File: src/rtl/hbridge_pkg.sv
// hbridge_pkg: shared types and defaults for the H-bridge motor sequencer.
//   state_t    - sequencer states (IDLE, RUN, BRAKE, SWITCH)
//   DEFAULT_*  - default widths and dead-time length
//   pwm_period - PWM period in cycles for a given counter width
package hbridge_pkg;

    typedef enum logic [1:0] {
        IDLE   = 2'd0,
        RUN    = 2'd1,
        BRAKE  = 2'd2,
        SWITCH = 2'd3
    } state_t;

    localparam int DEFAULT_PWM_BITS        = 32'sd8;
    localparam int DEFAULT_DEADTIME_CYCLES = 32'sd1000;
    localparam int DEFAULT_FB_BITS         = 32'sd16;

    // The counter skips its all-ones value so that a duty of all-ones is
    // always on, giving a period of 2^bits - 1 cycles.
    function automatic int pwm_period(input int bits);
        return int'((32'd1 << bits) - 32'd1);
    endfunction

endpackage

File: src/rtl/hbridge_motor_sequencer_feedback_edge_counter.sv
// feedback_edge_counter: counts rising edges of an asynchronous sense line.
//   clk, reset  - system clock, asynchronous active-high reset
//   feedback    - asynchronous input, double-flop synchronized here
//   fb_clear    - synchronous clear; a coincident edge leaves the count at 1
//   fb_count    - saturating rising-edge count (registered)
module feedback_edge_counter #(
    parameter int FB_BITS = 16
) (
    input  logic               clk,
    input  logic               reset,
    input  logic               feedback,
    input  logic               fb_clear,
    output logic [FB_BITS-1:0] fb_count
);

    localparam logic [FB_BITS-1:0] FB_ONE = FB_BITS'(1);

    logic               sync1_r;
    logic               sync2_r;
    logic               prev_r;
    logic               edge_s;
    logic [FB_BITS-1:0] count_r;
    logic [FB_BITS-1:0] count_s;

    // Synchronizer chain plus one delayed copy for edge detection.
    always_ff @(posedge clk or posedge reset) begin
        if (reset) begin
            sync1_r <= 1'b0;
            sync2_r <= 1'b0;
            prev_r  <= 1'b0;
        end else begin
            sync1_r <= feedback;
            sync2_r <= sync1_r;
            prev_r  <= sync2_r;
        end
    end

    // Next count: clear wins over hold, but an edge during clear counts as 1.
    always_comb begin
        edge_s  = sync2_r & ~prev_r;
        count_s = count_r;
        if (fb_clear) begin
            count_s = edge_s ? FB_ONE : '0;
        end else if (edge_s && !(&count_r)) begin
            count_s = count_r + FB_ONE;
        end else begin
            count_s = count_r;
        end
    end

    // Count register.
    always_ff @(posedge clk or posedge reset) begin
        if (reset) begin
            count_r <= '0;
        end else begin
            count_r <= count_s;
        end
    end

    assign fb_count = count_r;

endmodule

File: src/rtl/hbridge_motor_sequencer.sv
// hbridge_motor_sequencer: drives one H-bridge channel (EN = PWM, DIR) from a
// duty/direction command handshake, with a dead-time brake on every reversal
// and duty changes applied only at PWM period boundaries.
//   clk, reset           - system clock, asynchronous active-high reset
//   enable               - motor enable; low forces EN low
//   cmd_valid/cmd_ready  - command handshake (cmd_duty, cmd_dir)
//   pwm_out, dir_out     - registered EN and DIR pin drives
//   feedback, fb_clear   - S-A sense input and synchronous count clear
//   fb_count             - saturating count of feedback rising edges
//   braking              - high in BRAKE and SWITCH
module hbridge_motor_sequencer
    import hbridge_pkg::*;
#(
    parameter int PWM_BITS        = DEFAULT_PWM_BITS,
    parameter int DEADTIME_CYCLES = DEFAULT_DEADTIME_CYCLES,
    parameter int FB_BITS         = DEFAULT_FB_BITS
) (
    input  logic                clk,
    input  logic                reset,
    input  logic                enable,
    input  logic                cmd_valid,
    output logic                cmd_ready,
    input  logic [PWM_BITS-1:0] cmd_duty,
    input  logic                cmd_dir,
    output logic                pwm_out,
    output logic                dir_out,
    input  logic                feedback,
    input  logic                fb_clear,
    output logic [FB_BITS-1:0]  fb_count,
    output logic                braking
);

    localparam int DT_W = (DEADTIME_CYCLES > 32'sd1) ? $clog2(DEADTIME_CYCLES) : 32'sd1;
    localparam logic [DT_W-1:0]     DT_LOAD  = DT_W'(DEADTIME_CYCLES - 32'sd1);
    localparam logic [DT_W-1:0]     DT_ONE   = DT_W'(1);
    localparam logic [PWM_BITS-1:0] CNT_LAST = PWM_BITS'(pwm_period(PWM_BITS) - 32'sd1);
    localparam logic [PWM_BITS-1:0] CNT_ONE  = PWM_BITS'(1);

    state_t              state_r,        state_s;
    logic                dir_r,          dir_s;
    logic                dir_target_r,   dir_target_s;
    logic [PWM_BITS-1:0] duty_active_r,  duty_active_s;
    logic [PWM_BITS-1:0] duty_pending_r, duty_pending_s;
    logic [PWM_BITS-1:0] cnt_r,          cnt_s;
    logic [DT_W-1:0]     dt_cnt_r,       dt_cnt_s;
    logic                pwm_r,          pwm_s;
    logic                ready_r,        ready_s;
    logic                braking_r,      braking_s;
    logic                accept_s;

    // Next-state, datapath and registered-output decode.
    always_comb begin
        state_s        = state_r;
        dir_s          = dir_r;
        dir_target_s   = dir_target_r;
        duty_active_s  = duty_active_r;
        duty_pending_s = duty_pending_r;
        cnt_s          = cnt_r;
        dt_cnt_s       = dt_cnt_r;
        accept_s       = cmd_valid && ready_r;

        case (state_r)
            IDLE, RUN: begin
                if (accept_s && (cmd_dir != dir_r)) begin
                    // Any reversal, even from IDLE, goes through the brake.
                    duty_pending_s = cmd_duty;
                    dir_target_s   = cmd_dir;
                    dt_cnt_s       = DT_LOAD;
                    state_s        = BRAKE;
                end else begin
                    if (accept_s) begin
                        duty_pending_s = cmd_duty;
                    end else begin
                        duty_pending_s = duty_pending_r;
                    end
                    if (state_r == IDLE) begin
                        if (enable) begin
                            cnt_s         = '0;
                            duty_active_s = duty_pending_r;
                            state_s       = RUN;
                        end else begin
                            state_s = IDLE;
                        end
                    end else if (!enable) begin
                        state_s = IDLE;
                    end else if (cnt_r == CNT_LAST) begin
                        // Period boundary: the only point a new duty takes effect.
                        cnt_s         = '0;
                        duty_active_s = duty_pending_r;
                    end else begin
                        cnt_s = cnt_r + CNT_ONE;
                    end
                end
            end
            BRAKE: begin
                if (dt_cnt_r == '0) begin
                    state_s = SWITCH;
                end else begin
                    dt_cnt_s = dt_cnt_r - DT_ONE;
                end
            end
            SWITCH: begin
                dir_s         = dir_target_r;
                duty_active_s = duty_pending_r;
                cnt_s         = '0;
                state_s       = enable ? RUN : IDLE;
            end
            default: begin
                state_s = IDLE;
            end
        endcase

        // EN only follows the comparator while staying in RUN, so leaving RUN
        // (disable or reversal) drops EN on that same edge.
        pwm_s     = (state_r == RUN) && (state_s == RUN) && (cnt_r < duty_active_r);
        ready_s   = (state_s == IDLE) || (state_s == RUN);
        braking_s = (state_s == BRAKE) || (state_s == SWITCH);
    end

    // State and output registers.
    always_ff @(posedge clk or posedge reset) begin
        if (reset) begin
            state_r        <= IDLE;
            dir_r          <= 1'b0;
            dir_target_r   <= 1'b0;
            duty_active_r  <= '0;
            duty_pending_r <= '0;
            cnt_r          <= '0;
            dt_cnt_r       <= '0;
            pwm_r          <= 1'b0;
            ready_r        <= 1'b1;
            braking_r      <= 1'b0;
        end else begin
            state_r        <= state_s;
            dir_r          <= dir_s;
            dir_target_r   <= dir_target_s;
            duty_active_r  <= duty_active_s;
            duty_pending_r <= duty_pending_s;
            cnt_r          <= cnt_s;
            dt_cnt_r       <= dt_cnt_s;
            pwm_r          <= pwm_s;
            ready_r        <= ready_s;
            braking_r      <= braking_s;
        end
    end

    assign pwm_out   = pwm_r;
    assign dir_out   = dir_r;
    assign cmd_ready = ready_r;
    assign braking   = braking_r;

    feedback_edge_counter #(
        .FB_BITS (FB_BITS)
    ) u_fb (
        .clk      (clk),
        .reset    (reset),
        .feedback (feedback),
        .fb_clear (fb_clear),
        .fb_count (fb_count)
    );

endmodule
File: config.mk
export PLATFORM = sky130hd
export DESIGN_NAME = hbridge_motor_sequencer
export DESIGN_NICKNAME = d
export VERILOG_FILES = /design/src/rtl/hbridge_pkg.sv /design/src/rtl/hbridge_motor_sequencer_feedback_edge_counter.sv /design/src/rtl/hbridge_motor_sequencer.sv
export SDC_FILE = /design/constraint.sdc
export NUM_CORES = 1
export LEC_CHECK = 0
export BUFFER_PORTS_ARGS = -buffer_cell sky130_fd_sc_hd__clkbuf_2
export CAP_MARGIN = 10
export CORE_UTILIZATION = 37
export CTS_CLUSTER_DIAMETER = 30
export CTS_CLUSTER_SIZE = 24
export DETAILED_ROUTE_END_ITERATION = 6
export HOLD_SLACK_MARGIN = 0.12
export PLACE_DENSITY_LB_ADDON = 0.08
export SYNTH_ARGS = -nofsm -noshare
export SYNTH_HDL_FRONTEND = slang
export SYNTH_SLANG_ARGS = --single-unit
File: constraint.sdc
create_clock -name clk -period 1.9 [get_ports clk]
set_clock_uncertainty 0.1 [all_clocks]
set_input_delay 0.19 -clock clk [delete_from_list [all_inputs] [get_ports clk]]
set_output_delay 0.19 -clock clk [all_outputs]
set_load 0.005 [all_outputs]
==> impl_metrics.yaml <==
hold_path:
  hold-path-cell-count: 2
  hp-class: "in2reg"
final_layout:
  area_delta_synth_final_pct: 27.2
  layout-drive-gt1-share_pct: 29.2
  fill_cells: 747
  nets: 382
  final_cell_area_um2: 3830
  antennaDiodeCount: 0
clock_network:
  cts_made_buffers: 9
  clock-sinks: 60
  path_clk_slew_ps: 70
  clock_latency_ps: 330
  cts_tree: "yes"
  cts_max_level: 3
  cts-root-buf: "clkbuf_8"
  clock_tree.buffer_depth: 2
logic_synthesis:
  synth_nets: 307
  async_flop_share_pct: 100
  synth_top_area_cell: "dfrtp_1"
  postSynthCellCount: 280
  yosys.area_share.simple_pct: 20.6
  syn_area_um2: 3010
  netlist-cell-type-count: 52
  yosysWarnings: 0
  synth_mux_area_share_pct: 7.69
  synth-main-ff-cell: "dfrtp_1"
  synth_compound_area_share_pct: 8.64
  yosysTopAreaCellShare_pct: 49.0
  synthTopCellsByArea: "dfrtp_1 (49%), ha_1 (5.0%), mux2_4 (4.0%), nand2_1 (3.5%), mux2_2 (3.4%)"
  synth_top_family_by_area: "simple AND/OR/NAND/NOR gates"
  yosysSeqAreaShare_pct: 49.9
  avgSynthCellArea_um2: 10.8
  postSynthRegisterBits: 60
  synth-edff-count: 0
  synth_common_cells: "dfrtp_1 (59), nand2_1 (28), nor2_1 (17), inv_1 (13), o21ai_0 (13)"
  synth_xor_area_share_pct: 5.23
  synthAdderAreaFrac_pct: 4.99
  yosysMostFrequentCell: "dfrtp_1"
worst_setup_path:
  worst-path-max-fanout: 4
  worst_setup_path_start_kind: "input port"
  slowest_delay_ps: 530
  required_ps: 2010
  cp_slowest_cell: "dlygate4sd3_1"
  crit_chain: "dlygate4sd3_1 -> clkbuf_2 -> xnor2_1 -> or2_1 -> and2_4 -> clkinv_4 -> nor2_4 -> mux2_4"
  criticalPathCategory: "in2reg"
  crit_path_end_kind: "flop"
  arrival_ps: 1950
  r2r_cells: 5
die:
  die_x_um: 92.2
  core_um2: 7810
  start_util_pct: 38.6
  num_rows: 32
  pin_count: 35
  dieArea_um2: 8500
  fp.dieH_um: 92.2
global_route:
  grt_util_all_layers_pct: 16.6
  grt_pass1_vias: 2252
  grt.overflow.total: 0
  grt_start_max_net_pins: 43
  antenna_found_initial: 0
  grt_pass1_wl_um: 10900
drt:
  num_vias: 2291
  via_per_inst: 4.96
  drc: 0
  wire_per_inst_um: 13.5
  drt-total-wl_um: 6240
  drtIter0Drc: 38
  drtAntennaViolNets: 0
  firstDrtPassIters: 4
timing:
  period_needed_ps: 1830
  relSlewSlack_pct: 70.9
  tightest_slew_ps: 434
  setup_viol: 0
  hold_viol: 0
  tns_ps: 0
  fmax_mhz: 545
  maxSlewViolCount: 0
  fin_crit_sh_pct: 96.5
  rsz0062_at_grt: "false"
run:
  maxCapViolations: 0
power_and_ir_drop:
  p_leak_uw: 0.00173
  power_uw: 4300
  ir_drop_v: 0.000650
  power.density_nw_per_um2: 1120
placed_design:
  io_buffers: 34
  place_congestion: 0.863
  hpwl_um: 4420
  place_area_um2: 3450
run_status:
  outcome: "complete, no violations"
## worst paths after layout
| kind | startpoint | endpoint | slack [ps] |
|---|---|---|---|
| worst max-delay path | cmd_dir | duty_active_r[1] | 70 |
| worst min-delay path | fb_clear | u_fb.fb_count[8] | 160 |
| worst max register to register | dt_cnt_r[4] | dt_cnt_r[9] | 100 |
| worst min register to register | u_fb.sync1_r | u_fb.sync2_r | 250 |
| max in group asynchronous | reset | state_r[0] | 830 |
| min in group asynchronous | reset | dt_cnt_r[5] | 300 |
## registers in the layout, summed over array words and instances, names as in the netlist
| register | flops |
|---|---|
| duty_pending_r | 8 |
| pwm_out | 1 |
| cmd_ready | 1 |
| dt_cnt_r | 10 |
| cnt_r | 8 |
| braking | 1 |
| u_fb.prev_r | 1 |
| dir_out | 1 |
| u_fb.fb_count | 16 |
| u_fb.sync2_r | 1 |
| dir_target_r | 1 |
| u_fb.sync1_r | 1 |
| duty_active_r | 8 |
| state_r | 2 |
## metrics by stage
step	utilization [%]	hold slack (ps)	instances	setup WS, ps
finish	49.1	159	462	66.3
global placement	44.2	104	432	69.6
detailed placement	44.2	108	432	46.9
CTS	48.4	161	460	35.8
floorplan	-	121	280	3.10
global route	49.1	177	462	2.26
## kinds of logic after synthesis
| kind of cell | Yosys count |
|---|---|
| muxes | 18 |
| adders and majority gates | 12 |
| xor gates and xnor gates | 18 |
| buffers and inverters | 19 |
| AOI/OAI and AO/OA | 41 |
| and+or+nand+nor | 112 |
| DFF | 60 |
## per-layer routing
| metal | share of wire, % | GRT usage (%) | up-vias | routed length (um) |
|---|---|---|---|---|
| met1 | 51 | 22.3 | 1092 | 3170 |
| met2 | 45 | 25.8 | 34 | 2790 |
| met3 | 3.3 | 4.48 | 7 | 209 |
| met4 | 1.2 | 5.73 | 0 | 75 |
| met5 | 0 | 0 | - | 0 |
| li1 | - | - | 1158 | - |
## cell type report
| type | count | area, um^2 | share of cell area, % |
|---|---|---|---|
| clock inverters | 4 | 47.5 | 1.24 |
| clock buffers | 12 | 155 | 4.05 |
| well taps | 102 | 128 | 3.33 |
| multi-input cells | 202 | 1470 | 38.4 |
| repair buffers | 68 | 468 | 12.2 |
| inverters | 14 | 57.6 | 1.50 |
| flip-flops and latches | 60 | 1500 | 39.2 |
## worst max-delay path: cells and delay by family
kind | cells | cell delay (ps)
XOR/XNOR | 1 | 210
buffers and inverters | 3 | 730
multiplexers | 1 | 310
AND/OR/NAND/NOR | 3 | 490
## what timing repair did
item,4_1_cts,5_1_grt
hold buffers,12,0
setup endpoints to repair,1,12
gates resized for setup,1,5
buffers inserted,0,1
endpoints found under the hold margin,29,0
gates cloned,0,1
## layout by cell type (no fill, tap or decap), types with 10 or more instances in the layout
cell type,instances
dfrtp_1,59
clkbuf_2,34
nand2_1,28
buf_4,21
nor2_1,17
o21ai_0,13
inv_1,12
ha_1,12
dlygate4sd3_1,12
a21oi_1,11
clkbuf_8,11
nand3_1,10
## power breakdown
group,internal (uW),switching [uW],leakage [uW]
clock network,673,486,0.000102
registers,1580,192,0.000744
logic,726,638,0.000888
total,2980,1320,0.00173
No activity file was read; power rests on OpenSTA's default activity.
